[src/rtl/pipeline_hazard_controller_pkg.sv]
// riscv_pipe_pkg: shared types and widths for the pipeline hazard controller.
package riscv_pipe_pkg;
    localparam int REG_AW = 5;
    typedef enum logic [1:0] {FWD_RF = 2'b00, FWD_MEM = 2'b01, FWD_WB = 2'b10} fwd_sel_t;
    typedef enum logic [1:0] {HZ_RUN, HZ_MEM_WAIT, HZ_ERROR} hz_state_t;
endpackage

[src/rtl/pipeline_hazard_controller_if.sv]
// pipeline_hazard_if: stage register fields in, pipeline-register controls out.
interface pipeline_hazard_if
    import riscv_pipe_pkg::*;
#(
    parameter int REG_AW = riscv_pipe_pkg::REG_AW
);
    logic [REG_AW-1:0] id_rs1, id_rs2, ex_rs1, ex_rs2, ex_rd, mem_rd, wb_rd;
    logic id_use_rs1, id_use_rs2, ex_mem_read, ex_branch_taken;
    logic mem_reg_write, wb_reg_write, dmem_req, dmem_ready;
    logic pc_en, if_id_en, id_ex_en, ex_mem_en, mem_wb_en;
    logic if_id_flush, id_ex_flush, mem_error;
    fwd_sel_t fwd_a_sel, fwd_b_sel;
    logic [31:0] stall_cnt, flush_cnt, memwait_cnt;
    modport master (
        output id_rs1, id_rs2, ex_rs1, ex_rs2, ex_rd, mem_rd, wb_rd,
               id_use_rs1, id_use_rs2, ex_mem_read, ex_branch_taken,
               mem_reg_write, wb_reg_write, dmem_req, dmem_ready,
        input  pc_en, if_id_en, id_ex_en, ex_mem_en, mem_wb_en,
               if_id_flush, id_ex_flush, mem_error, fwd_a_sel, fwd_b_sel,
               stall_cnt, flush_cnt, memwait_cnt
    );
    modport slave (
        input  id_rs1, id_rs2, ex_rs1, ex_rs2, ex_rd, mem_rd, wb_rd,
               id_use_rs1, id_use_rs2, ex_mem_read, ex_branch_taken,
               mem_reg_write, wb_reg_write, dmem_req, dmem_ready,
        output pc_en, if_id_en, id_ex_en, ex_mem_en, mem_wb_en,
               if_id_flush, id_ex_flush, mem_error, fwd_a_sel, fwd_b_sel,
               stall_cnt, flush_cnt, memwait_cnt
    );
endinterface

[src/rtl/pipeline_forward_unit.sv]
// pipeline_forward_unit: EX operand bypass select for one source register; x0 never bypassed.
module pipeline_forward_unit
    import riscv_pipe_pkg::*;
#(
    parameter int REG_AW = riscv_pipe_pkg::REG_AW
) (
    input  logic [REG_AW-1:0] rs,
    input  logic [REG_AW-1:0] mem_rd,
    input  logic [REG_AW-1:0] wb_rd,
    input  logic              mem_reg_write,
    input  logic              wb_reg_write,
    output fwd_sel_t          sel
);
    assign sel = (mem_reg_write && mem_rd == rs && rs != '0) ? FWD_MEM :
                 (wb_reg_write && wb_rd == rs && rs != '0) ? FWD_WB : FWD_RF;
endmodule

[src/rtl/pipeline_hazard_controller.sv]
// pipeline_hazard_controller: freeze/flush/stall sequencing and forwarding for the 5-stage pipe.
// Optional perf counters built only with HAZARD_PERF_CNT_EN defined.
module pipeline_hazard_controller
    import riscv_pipe_pkg::*;
#(
    parameter int MEM_TIMEOUT = 15
) (
    input logic              clk,
    input logic              reset,
    pipeline_hazard_if.slave hz
);
    localparam int CW = $clog2(MEM_TIMEOUT + 1);
    hz_state_t     state;
    logic [CW-1:0] wait_cnt;
    logic          load_use, freeze, halt, flush, stall;
    pipeline_forward_unit u_fwd_a (
        .rs(hz.ex_rs1), .mem_rd(hz.mem_rd), .wb_rd(hz.wb_rd),
        .mem_reg_write(hz.mem_reg_write), .wb_reg_write(hz.wb_reg_write), .sel(hz.fwd_a_sel)
    );
    pipeline_forward_unit u_fwd_b (
        .rs(hz.ex_rs2), .mem_rd(hz.mem_rd), .wb_rd(hz.wb_rd),
        .mem_reg_write(hz.mem_reg_write), .wb_reg_write(hz.wb_reg_write), .sel(hz.fwd_b_sel)
    );
    assign load_use = hz.ex_mem_read && hz.ex_rd != '0 &&
                      ((hz.id_use_rs1 && hz.id_rs1 == hz.ex_rd) || (hz.id_use_rs2 && hz.id_rs2 == hz.ex_rd));
    assign freeze = (state == HZ_RUN && hz.dmem_req && !hz.dmem_ready) ||
                    (state == HZ_MEM_WAIT && !hz.dmem_ready);
    assign halt  = freeze || state == HZ_ERROR;
    // A redirect discards the stalled ID instruction, so it outranks load-use.
    assign flush = !halt && hz.ex_branch_taken;
    assign stall = !halt && !hz.ex_branch_taken && load_use;
    always_comb begin
        hz.pc_en       = !halt && !stall;
        hz.if_id_en    = !halt && !stall;
        hz.id_ex_en    = !halt;
        hz.ex_mem_en   = !halt;
        hz.mem_wb_en   = !halt;
        hz.if_id_flush = flush;
        hz.id_ex_flush = flush || stall;
    end
    always_ff @(posedge clk or posedge reset) begin
        if (reset) begin
            state        <= HZ_RUN;
            wait_cnt     <= '0;
            hz.mem_error <= 1'b0;
        end else begin
            case (state)
                HZ_RUN: if (freeze) begin
                    state    <= HZ_MEM_WAIT;
                    wait_cnt <= CW'(1);
                end
                HZ_MEM_WAIT: if (hz.dmem_ready) begin
                    state    <= HZ_RUN;
                    wait_cnt <= '0;
                end else if (wait_cnt == CW'(MEM_TIMEOUT)) begin
                    state        <= HZ_ERROR;
                    hz.mem_error <= 1'b1;
                end else begin
                    wait_cnt <= wait_cnt + CW'(1);
                end
                default: ;
            endcase
        end
    end
`ifdef HAZARD_PERF_CNT_EN
    always_ff @(posedge clk or posedge reset) begin
        if (reset) begin
            hz.stall_cnt   <= '0;
            hz.flush_cnt   <= '0;
            hz.memwait_cnt <= '0;
        end else begin
            if (stall) hz.stall_cnt <= hz.stall_cnt + 32'd1;
            if (flush) hz.flush_cnt <= hz.flush_cnt + 32'd1;
            if (freeze) hz.memwait_cnt <= hz.memwait_cnt + 32'd1;
        end
    end
`else
    assign hz.stall_cnt   = '0;
    assign hz.flush_cnt   = '0;
    assign hz.memwait_cnt = '0;
`endif
endmodule

[src/flat_wrapper.sv]
// flat-port wrapper written by rule: the top's interface ports become plain ports
module pipeline_hazard_controller_flat import riscv_pipe_pkg::*;
#(
    parameter int MEM_TIMEOUT = 15
)
  (clk, reset, hz_id_rs1, hz_id_rs2, hz_ex_rs1, hz_ex_rs2, hz_ex_rd, hz_mem_rd, hz_wb_rd, hz_id_use_rs1, hz_id_use_rs2, hz_ex_mem_read, hz_ex_branch_taken, hz_mem_reg_write, hz_wb_reg_write, hz_dmem_req, hz_dmem_ready, hz_pc_en, hz_if_id_en, hz_id_ex_en, hz_ex_mem_en, hz_mem_wb_en, hz_if_id_flush, hz_id_ex_flush, hz_mem_error, hz_fwd_a_sel, hz_fwd_b_sel, hz_stall_cnt, hz_flush_cnt, hz_memwait_cnt);
  pipeline_hazard_if hz_i ();
  input logic clk;
  input logic reset;
  input wire logic [$bits(hz_i.id_rs1)-1:0] hz_id_rs1;
  input wire logic [$bits(hz_i.id_rs2)-1:0] hz_id_rs2;
  input wire logic [$bits(hz_i.ex_rs1)-1:0] hz_ex_rs1;
  input wire logic [$bits(hz_i.ex_rs2)-1:0] hz_ex_rs2;
  input wire logic [$bits(hz_i.ex_rd)-1:0] hz_ex_rd;
  input wire logic [$bits(hz_i.mem_rd)-1:0] hz_mem_rd;
  input wire logic [$bits(hz_i.wb_rd)-1:0] hz_wb_rd;
  input wire logic [$bits(hz_i.id_use_rs1)-1:0] hz_id_use_rs1;
  input wire logic [$bits(hz_i.id_use_rs2)-1:0] hz_id_use_rs2;
  input wire logic [$bits(hz_i.ex_mem_read)-1:0] hz_ex_mem_read;
  input wire logic [$bits(hz_i.ex_branch_taken)-1:0] hz_ex_branch_taken;
  input wire logic [$bits(hz_i.mem_reg_write)-1:0] hz_mem_reg_write;
  input wire logic [$bits(hz_i.wb_reg_write)-1:0] hz_wb_reg_write;
  input wire logic [$bits(hz_i.dmem_req)-1:0] hz_dmem_req;
  input wire logic [$bits(hz_i.dmem_ready)-1:0] hz_dmem_ready;
  output wire logic [$bits(hz_i.pc_en)-1:0] hz_pc_en;
  output wire logic [$bits(hz_i.if_id_en)-1:0] hz_if_id_en;
  output wire logic [$bits(hz_i.id_ex_en)-1:0] hz_id_ex_en;
  output wire logic [$bits(hz_i.ex_mem_en)-1:0] hz_ex_mem_en;
  output wire logic [$bits(hz_i.mem_wb_en)-1:0] hz_mem_wb_en;
  output wire logic [$bits(hz_i.if_id_flush)-1:0] hz_if_id_flush;
  output wire logic [$bits(hz_i.id_ex_flush)-1:0] hz_id_ex_flush;
  output wire logic [$bits(hz_i.mem_error)-1:0] hz_mem_error;
  output wire logic [$bits(hz_i.fwd_a_sel)-1:0] hz_fwd_a_sel;
  output wire logic [$bits(hz_i.fwd_b_sel)-1:0] hz_fwd_b_sel;
  output wire logic [$bits(hz_i.stall_cnt)-1:0] hz_stall_cnt;
  output wire logic [$bits(hz_i.flush_cnt)-1:0] hz_flush_cnt;
  output wire logic [$bits(hz_i.memwait_cnt)-1:0] hz_memwait_cnt;
  assign hz_i.id_rs1 = hz_id_rs1;
  assign hz_i.id_rs2 = hz_id_rs2;
  assign hz_i.ex_rs1 = hz_ex_rs1;
  assign hz_i.ex_rs2 = hz_ex_rs2;
  assign hz_i.ex_rd = hz_ex_rd;
  assign hz_i.mem_rd = hz_mem_rd;
  assign hz_i.wb_rd = hz_wb_rd;
  assign hz_i.id_use_rs1 = hz_id_use_rs1;
  assign hz_i.id_use_rs2 = hz_id_use_rs2;
  assign hz_i.ex_mem_read = hz_ex_mem_read;
  assign hz_i.ex_branch_taken = hz_ex_branch_taken;
  assign hz_i.mem_reg_write = hz_mem_reg_write;
  assign hz_i.wb_reg_write = hz_wb_reg_write;
  assign hz_i.dmem_req = hz_dmem_req;
  assign hz_i.dmem_ready = hz_dmem_ready;
  assign hz_pc_en = hz_i.pc_en;
  assign hz_if_id_en = hz_i.if_id_en;
  assign hz_id_ex_en = hz_i.id_ex_en;
  assign hz_ex_mem_en = hz_i.ex_mem_en;
  assign hz_mem_wb_en = hz_i.mem_wb_en;
  assign hz_if_id_flush = hz_i.if_id_flush;
  assign hz_id_ex_flush = hz_i.id_ex_flush;
  assign hz_mem_error = hz_i.mem_error;
  assign hz_fwd_a_sel = hz_i.fwd_a_sel;
  assign hz_fwd_b_sel = hz_i.fwd_b_sel;
  assign hz_stall_cnt = hz_i.stall_cnt;
  assign hz_flush_cnt = hz_i.flush_cnt;
  assign hz_memwait_cnt = hz_i.memwait_cnt;
  pipeline_hazard_controller #(.MEM_TIMEOUT(MEM_TIMEOUT)) u_core (.clk(clk), .reset(reset), .hz(hz_i));
endmodule
[config.mk]
export PLATFORM = sky130hd
export DESIGN_NAME = pipeline_hazard_controller_flat
export DESIGN_NICKNAME = d
export VERILOG_FILES = /design/src/rtl/pipeline_hazard_controller_pkg.sv /design/src/rtl/pipeline_hazard_controller_if.sv /design/src/rtl/pipeline_forward_unit.sv /design/src/rtl/pipeline_hazard_controller.sv /design/src/flat_wrapper.sv
export SDC_FILE = /design/constraint.sdc
export NUM_CORES = 1
export LEC_CHECK = 0
export BUFFER_PORTS_ARGS = -buffer_cell sky130_fd_sc_hd__buf_4
export CAP_MARGIN = 20
export CORE_MARGIN = 2
export CORE_UTILIZATION = 37
export CTS_CLUSTER_SIZE = 25
export DETAILED_ROUTE_END_ITERATION = 16
export PLACE_DENSITY_LB_ADDON = 0.08
export SLEW_MARGIN = 20
export SYNTH_ARGS = -nofsm -noshare
export SYNTH_HDL_FRONTEND = slang
export SYNTH_SLANG_ARGS = --single-unit
[constraint.sdc]
create_clock -name clk -period 2.1 [get_ports clk]
set_clock_uncertainty 0.15 [all_clocks]
set_input_delay 0.21 -clock clk [delete_from_list [all_inputs] [get_ports clk]]
set_output_delay 0.21 -clock clk [all_outputs]
set_load 0.03 [all_outputs]
Word-level counts from Yosys, hierarchy flattened
Cells that the tools add are included.
Widths: inputs -> output; s select.
{"block": "totals", "reg_bits": 7, "input_bits": 45, "latch_bits": 0, "mem_bits_ro": 0, "out_inout_bits": 108, "ramBits": 0, "memories": 0}
{"block": "classes", "div_mod_pow": 0, "magnitude_cmp": 0, "mux": 12, "add_sub_neg": 1, "n_shift": 0, "n_reduce_logical": 35, "n_eq_ne": 12, "n_bitwise": 1, "multipliers": 0}
{"cell": "$eq 5x5->1", "n": 6}
{"cell": "$logic_and 1x1->1", "n": 19}
{"cell": "$reduce_bool 5->1", "n": 3}
{"cell": "$mux 2", "n": 7}
{"cell": "$mux 4", "n": 3}
{"cell": "$reduce_and 3->1", "n": 3}
{"cell": "$pmux 4 s2", "n": 1}
{"cell": "$ne 3x3->1 const B", "n": 2}
{"cell": "$add 4x1->4 const B", "n": 1}
{"cell": "$eq 4x4->1 const B", "n": 1}
{"cell": "$logic_not 1->1", "n": 4}
{"cell": "$logic_or 1x1->1", "n": 4}
{"cell": "$pmux 2 s2", "n": 1}
{"cell": "$eq 2x1->1 const B", "n": 1}
{"cell": "$eq 2x2->1 const B", "n": 1}
{"cell": "$logic_not 2->1", "n": 1}
{"cell": "$ne 2x1->1 const B", "n": 1}
{"cell": "$reduce_bool 2->1", "n": 1}
{"cell": "$not 1->1", "n": 1}

Depth between registers and ports, before layout
Gate-level depths: netlist of run 1.
{"block": "logic_depth", "word_depth": 10, "ltp_mapped": 5}

Cells and area by module
From an unflattened synthesis of run 1, not the netlist that was laid out.
{"block": "unflattened", "cells_unflattened": 194, "area_unflattened_um2": 1559.0}
{"mod": "pipeline_hazard_controller", "area_each_um2": 1281.2, "cells_each": 158, "instances": 1, "seq_area_each_um2": 175.2}
{"mod": "pipeline_forward_unit", "area_each_um2": 138.9, "cells_each": 18, "instances": 2, "seq_area_each_um2": 0.0}

Worst setup path after synthesis of run 1
Ideal clock, no wire load.
{"block": "synth_timing", "kind": "flip-flop to output port", "from": "register u_core.state[1]", "to": "output hz_id_ex_flush", "stages_incl_launch_ff": 5, "required_ns": 1.740, "path_slack_ns": 0.107, "t_arrival_ns": 1.633, "path_cell_list": "dfrtp_1 -> clkbuf_1 -> mux2_2 -> and2_1 -> o21bai_1"}
{"block": "synth_via", "elab_cells_between_ends": 13}
{"element": "start: declaration", "line": "pipeline_hazard_controller.sv:13", "source": "hz_state_t state;"}
{"element": "start signal: assignment", "line": "pipeline_hazard_controller.sv:43", "source": "state <= HZ_RUN;"}
{"element": "start signal: assignment", "line": "pipeline_hazard_controller.sv:49", "source": "state <= HZ_MEM_WAIT;"}
{"element": "start signal: assignment", "line": "pipeline_hazard_controller.sv:53", "source": "state <= HZ_RUN;"}
{"element": "$logic_not 2->1", "line": "pipeline_hazard_controller.sv:26", "source": "assign freeze = (state == HZ_RUN && hz.dmem_req && !hz.dmem_ready) ||"}
{"element": "$logic_and 1x1->1 (2 in a row)", "line": "pipeline_hazard_controller.sv:26"}
{"element": "$logic_or 1x1->1", "line": "pipeline_hazard_controller.sv:26"}
{"element": "$logic_or 1x1->1 *", "line": "pipeline_hazard_controller.sv:28", "source": "assign halt = freeze || state == HZ_ERROR;"}
{"element": "$logic_not 1->1 *"}
{"element": "via hz_ex_mem_en", "line": "flat_wrapper.sv:28", "source": "output wire logic [$bits(hz_i.ex_mem_en)-1:0] hz_ex_mem_en;"}
{"element": "$logic_and 1x1->1 *", "line": "pipeline_hazard_controller.sv:30", "source": "assign flush = !halt && hz.ex_branch_taken;"}
{"element": "via hz_if_id_flush", "line": "flat_wrapper.sv:30", "source": "output wire logic [$bits(hz_i.if_id_flush)-1:0] hz_if_id_flush;"}
{"element": "$logic_or 1x1->1 *", "line": "pipeline_hazard_controller.sv:39", "source": "hz.id_ex_flush = flush || stall;"}
{"element": "end: declaration", "line": "flat_wrapper.sv:31", "source": "output wire logic [$bits(hz_i.id_ex_flush)-1:0] hz_id_ex_flush;"}
The timed path passes the listed nets; every way through them passes the cells marked *.

Final worst setup path of run 1
{"block": "layout_timing", "from": "register u_core.state[1]", "to": "output hz_id_ex_flush"}
{"block": "layout_via", "elab_chain_len": 9, "elab_cells_between_ends": 13}
{"element": "$logic_not 2->1", "line": "pipeline_hazard_controller.sv:26"}
{"element": "$logic_and 1x1->1 (2 in a row)", "line": "pipeline_hazard_controller.sv:26"}
{"element": "$logic_or 1x1->1", "line": "pipeline_hazard_controller.sv:26"}
{"element": "$logic_or 1x1->1 *", "line": "pipeline_hazard_controller.sv:28"}
{"element": "$logic_not 1->1 *", "line": "pipeline_hazard_controller.sv:30, pipeline_hazard_controller.sv:31"}
{"element": "$logic_and 1x1->1 (2 in a row)", "line": "pipeline_hazard_controller.sv:31", "source": "assign stall = !halt && !hz.ex_branch_taken && load_use;"}
{"element": "$logic_or 1x1->1 *", "line": "pipeline_hazard_controller.sv:39"}
Mark *: on every way between the ends. The rest lies on a longest branch, timed or not.

==> results.py, run 1 <==
metrics = {
    "run_status": {
        "status": "completed",
    },
    "clock_tree": {
        "cts_num_sinks": 7,
        "clk_latency_ns": 0.23,
        "clkSlewWorstSetupHoldPaths_ns": 0.04,
        "cts_resized": 0,
        "htreeDepth": 1,
        "clock_path_buffers": 2,
        "cts_tree": "yes",
        "tritoncts.num_buffers": 3,
        "clock-root-buffer": "clkbuf_8",
    },
    "global_route": {
        "grt_pass1_vias": 947,
        "gr-total-overflow": 0,
        "antenna_found_initial": 0,
        "grt_pass1_wl_um": 4188,
        "grt_max_degree": 9,
        "grt_use_total": 0.1042,
    },
    "yosys": {
        "ys_types": 33,
        "synth_fa_ha_area_frac": 0.007962,
        "synth-xor-area-share": 0.1672,
        "synthMuxAreaShare": 0.007166,
        "synth-seq-area-share": 0.1115,
        "ys_warn_count": 0,
        "syn_area_per_cell_sq_um": 8.185,
        "synthCells": 192,
        "synthSimpleGateAreaFrac": 0.1409,
        "synth_compound_area_frac": 0.08280,
        "mappedNetlistArea_sq_mm": 0.001572,
        "synth_top_family_by_area": "buffers and inverters",
        "synth_seq_cells": 7,
    },
    "sta": {
        "finalSetupViolations": 0,
        "setup_slack_ns": 0.1418,
        "hold_ws_ns": 0.1357,
        "final.min_clock_period_ns": 1.958,
        "fin_crit_sh": 0.9325,
        "maxSlewViolCount": 0,
        "hold_viol": 0,
        "grt_setup_unrepaired": "false",
        "max_freq_mhz": 510.7,
        "finalSetupTns_ns": 0,
    },
    "floorplanning": {
        "start_util": 0.3873,
        "fp.dieW_um": 69.17,
        "ios": 153,
        "num_rows": 23,
        "dieArea_sq_mm": 0.004784,
        "core-area_sq_mm": 0.004058,
        "die_h_um": 69.17,
    },
    "detailed_routing": {
        "antenna_left": 0,
        "drcViolationCount": 0,
        "wirelength_um": 2790,
        "routedWlPerCell_um": 9.362,
        "drtIter0Drc": 23,
        "viasPerCell": 3.752,
        "drt_pass1_iterations": 4,
        "vias": 1118,
    },
    "layout": {
        "num_antenna_cells": 0,
        "finalNetCount": 295,
        "area_delta_synth_final_pct": 9.395,
        "most-common-layout-cells": "conb_1, buf_4, xnor2_1, xor2_1, dfrtp_1",
        "final_common_cell": "conb_1",
        "layout-drive-gt1-share": 0.2742,
    },
    "placed_design": {
        "pre_cts_ws_ns": 0.2411,
        "port_buffers": 56,
        "gp_congestion": 0.8229,
        "post-dp-hpwl_um": 2528,
    },
    "setup_path": {
        "setup.worst_path.end_class": "primary output",
        "path_class": "reg -> out",
        "cp-startpoint": "u_core.state[1]",
        "crit_buf_inv": 1,
        "cpMaxStageDelayCell": "dfrtp_1",
        "critical_path.top_delay_family": "flip-flops",
        "worstPathRequired_ns": 1.74,
        "worstPathMaxFanout": 8,
        "worstPathArrival_ns": 1.60,
        "start_kind": "flip-flop",
        "slowest_delay_ns": 0.45,
        "crit_chain": "mux2_2 > and2_1 > o21bai_1 > buf_4",
        "reg2reg_from": "u_core.wait_cnt[0]",
    },
    "hold_path": {
        "hold_path.startpoint": "hz_dmem_req",
        "hp-class": "in -> reg",
    },
    "power": {
        "finalPower_uw": 834.6,
        "peakVddDrop_v": 0.0002011,
        "p_leak_nw": 0.8935,
        "p_per_area_mw_per_mm2": 485.5,
    },
    "flow_run": {
        "maxCapViolations": 0,
    },
}
==> what timing repair did <==
action | CTS | global route
endpoints found under the hold margin | 7 | 0
hold buffers | 1 | 0
buffers inserted | 0 | 0
==> cell usage after synthesis, drive strengths merged <==
library cell | number | area share
a32o | 1 | 0.0064
nand4 | 4 | 0.016
o31ai | 1 | 0.0048
a41oi | 1 | 0.0056
nor4 | 6 | 0.040
nor2 | 3 | 0.017
clkbuf | 1 | 0.0024
a21oi | 5 | 0.016
nand3 | 2 | 0.0064
o211ai | 1 | 0.0048
ha | 1 | 0.0080
nand2b | 3 | 0.012
conb | 1 | 0.0024
nor3b | 1 | 0.0048
buf | 99 | 0.47
and3 | 1 | 0.0040
or4 | 3 | 0.019
a32oi | 1 | 0.0056
xnor2 | 18 | 0.10
inv | 2 | 0.0048
xor2 | 12 | 0.067
and2 | 2 | 0.0080
o31a | 2 | 0.011
dfrtp | 7 | 0.11
mux2 | 1 | 0.0072
o32a | 1 | 0.0064
nand2 | 6 | 0.014
o21bai | 2 | 0.0096
o21ai | 4 | 0.013
==> final timing paths <==
check | to | slack (ns) | cells after the start
min | u_core.state[0] | 0.14 | 3
max reg2reg | u_core.wait_cnt[1] | 0.55 | 5
max | hz_id_ex_flush | 0.14 | 4
min reg2reg | u_core.hz.mem_error | 0.31 | 1
max in group asynchronous | u_core.wait_cnt[2] | 1.24 | 3
min in group asynchronous | u_core.state[0] | 0.35 | 3
==> logic make-up after synthesis <==
group,count (synthesis)
buffers and inverters,102
multiplexers,1
XOR/XNOR,30
AO/OA/AOI/OAI,19
adder cells (fa/ha/maj),1
flip-flops,7
AND/OR/NAND/NOR,31
other,1
==> where the power goes <==
group	switching [mW]	internal (mW)	total [mW]
registers	0.0180	0.150	0.168
logic	0.344	0.134	0.478
clock network	0.0577	0.131	0.189
==> area by class of cell <==
type                       count  area (sq um)
fill                         420          2338
multi-input combinational    178         998.5
timing repair buffer          57         430.4
sequential                     7         175.2
tap                           50         62.56
clock buffer                   4         45.04
inverter                       2         7.507
==> through the flow <==
stage,cells,utilization,instance area [sq um]
after CTS,298,0.4237,1719
after floorplan,287,-,1928
final,298,0.4237,1719
after global routing,298,0.4237,1719
after detailed placement,293,0.4101,1664
after global placement,293,0.4101,1664
==> worst register-to-register path, delay by kind of cell (launching register included) <==
kind / cells / cell delay, ns
AOI/OAI and AO/OA: 1 / 0.21
adders and majority gates: 1 / 0.27
DFF: 1 / 0.42
and+or+nand+nor: 3 / 0.39
==> layer usage <==
| metal | routed length (um) | track usage |
|---|---|---|
| met1 | 967 | 0.1232 |
| met5 | 0 | 0 |
| met2 | 1390 | 0.1741 |
| met4 | 21 | 0.04139 |
| met3 | 411 | 0.03343 |
==> flip-flops by register name, indices dropped and copies added (netlist names) <==
| signal | cells |
|---|---|
| u_core.hz.mem_error | 1 |
| u_core.wait_cnt | 4 |
| u_core.state | 2 |
No activity file was read; power rests on OpenSTA's default activity.
==> run 2, diff against run 1 <==
==> constraint.sdc (replaced) <==
create_clock -name clk -period 2.2 [get_ports clk]
set_clock_uncertainty 0.15 [all_clocks]
set_input_delay 0.22 -clock clk [delete_from_list [all_inputs] [get_ports clk]]
set_output_delay 0.22 -clock clk [all_outputs]
set_load 0.03 [all_outputs]
==> run 2 against run 1 <==
Effect of this change: hold slack better by 0.0027 ns; non-clock buffer count unchanged; clock-buffer cell count unchanged; clock power down 4%; sequential power down 4%; via count up 2.8%; sequential share of layout area unchanged; utilization unchanged; global-route usage up 0.54 points; die area unchanged; register-to-register slack better by 0.11 ns; largest cell class unchanged; largest power group unchanged; highest routed layer unchanged.
==> results.py, run 2 (synthesis results as in run 1) <==
metrics = {
    "placed_design": {
        "pre_cts_ws_ns": 0.3117,
        "post-dp-hpwl_um": 2545,
        "gp_congestion": 0.8275,
        "port_buffers": 56,
        "dpl.cell_count": 293,
    },
    "global_route": {
        "gr-total-overflow": 0,
        "grt_use_total": 0.1096,
        "grt_pass1_wl_um": 4416,
        "grt_pass1_vias": 986,
        "antenna_found_initial": 0,
        "grt_max_degree": 9,
    },
    "sta": {
        "grt_setup_unrepaired": "false",
        "finalSetupTns_ns": 0,
        "maxSlewViolCount": 0,
        "fin_crit_sh": 0.9014,
        "setup_slack_ns": 0.2169,
        "hold_viol": 0,
        "max_freq_mhz": 504.3,
        "final.min_clock_period_ns": 1.983,
        "finalSetupViolations": 0,
    },
    "detailed_routing": {
        "routedWlPerCell_um": 9.443,
        "wirelength_um": 2814,
        "vias": 1149,
        "drtIter0Drc": 45,
        "viasPerCell": 3.856,
        "antenna_left": 0,
        "drcViolationCount": 0,
        "drt_pass1_iterations": 4,
    },
    "clock_tree": {
        "tritoncts.num_buffers": 3,
        "clkSlewWorstSetupHoldPaths_ns": 0.04,
        "clk_latency_ns": 0.23,
        "cts_tree": "yes",
        "cts_resized": 0,
        "clock_path_buffers": 2,
        "postCtsSetupRepairBufs": 0,
        "cts_num_sinks": 7,
        "htreeDepth": 1,
        "cts_hold_buf": 1,
        "clock-root-buffer": "clkbuf_8",
    },
    "setup_path": {
        "r2r_slack_ns": 0.66,
        "r2r-end": "u_core.wait_cnt[1]",
        "cp-startpoint": "u_core.state[1]",
        "setup.worst_path.end_class": "primary output",
        "worstPathRequired_ns": 1.83,
        "path_class": "reg -> out",
        "worstPathArrival_ns": 1.61,
        "slowest_delay_ns": 0.47,
        "cpMaxStageDelayCell": "dfrtp_1",
        "worstPathMaxFanout": 8,
        "reg2reg_from": "u_core.wait_cnt[0]",
        "endpoint": "hz_id_ex_flush",
        "start_kind": "flip-flop",
        "r2r_cells": 5,
        "crit_chain": "mux2_2 > and2_1 > o21bai_1 > buf_4",
    },
    "layout": {
        "finalNetCount": 295,
        "fin_cells": 298,
        "largest_reg_flops": 4,
        "multiInputGateArea_sq_um": 998.5,
        "top_regs": "u_core.wait_cnt: 4 flops, u_core.state: 2 flops, u_core.hz.mem_error: 1 flops",
        "num_antenna_cells": 0,
        "most-common-layout-cells": "conb_1, buf_4, xnor2_1, xor2_1, dfrtp_1",
        "largest-register": "u_core.wait_cnt",
        "regArea_sq_um": 175.2,
        "area_delta_synth_final_pct": 9.395,
        "final_common_cell": "conb_1",
        "layout-drive-gt1-share": 0.2742,
        "n_fill_cell": 440,
    },
    "floorplanning": {
        "ios": 153,
        "fp.dieW_um": 69.17,
        "dieArea_sq_mm": 0.004784,
        "start_util": 0.3873,
        "die_h_um": 69.17,
        "core-area_sq_mm": 0.004058,
        "num_rows": 23,
    },
    "power": {
        "finalPower_uw": 798.6,
        "p_per_area_mw_per_mm2": 464.5,
        "peakVddDrop_v": 0.0001920,
        "p_leak_nw": 0.8935,
    },
    "flow_run": {
        "maxCapViolations": 0,
    },
    "hold_path": {
        "hold_path.startpoint": "hz_dmem_req",
        "hp-class": "in -> reg",
    },
    "run_status": {
        "status": "completed",
    },
}
## run 2: how the worst min path moves through the flow
stage	endpoint	slack [ns]	cells past startpoint
6_report	u_core.state[0]	0.14	3
2_1_floorplan	u_core.hz.mem_error	-0.13	1
4_1_cts	u_core.state[0]	0.13	3
3_5_place_dp	u_core.state[1]	0.04	2
5_1_grt	u_core.state[0]	0.15	3
3_3_place_gp	u_core.state[0]	0.04	2
## run 2: final cells by class
type	count	share of cell area
Multi-Input combinational cell	178	0.5808
Timing Repair Buffer	57	0.2504
Sequential cell	7	0.1019
Tap cell	50	0.03639
Clock buffer	4	0.02620
Inverter	2	0.004367
## run 2: metrics by stage
stage	hold WS, ns	instance area, sq um	util
final	0.1384	1719	0.4237
after global routing	0.1460	1719	0.4237
after CTS	0.1326	1719	0.4237
after detailed placement	0.03672	1664	0.4101
after global placement	0.03984	1664	0.4101
after floorplan	-0.1266	1928	-
## run 2: power breakdown
part	switching [mW]	internal (mW)	leakage (nW)
logic	0.328	0.128	0.778
clock network	0.0560	0.125	0.0228
registers	0.0178	0.143	0.0927
## run 2: critical path: cells and delay by family (launching register included)
kind,cells,cell delay [ns]
flip-flops,1,0.47
multiplexers,1,0.42
AND/OR/NAND/NOR,1,0.18
buffers and inverters,1,0.17
AO/OA/AOI/OAI,1,0.15
## run 2: layer usage
layer	GRT usage	up-vias	wire length, um
li1	-	561	-
met1	0.1310	492	991
met2	0.1848	93	1402
met3	0.03343	3	393
met4	0.03922	0	26
met5	0	-	0
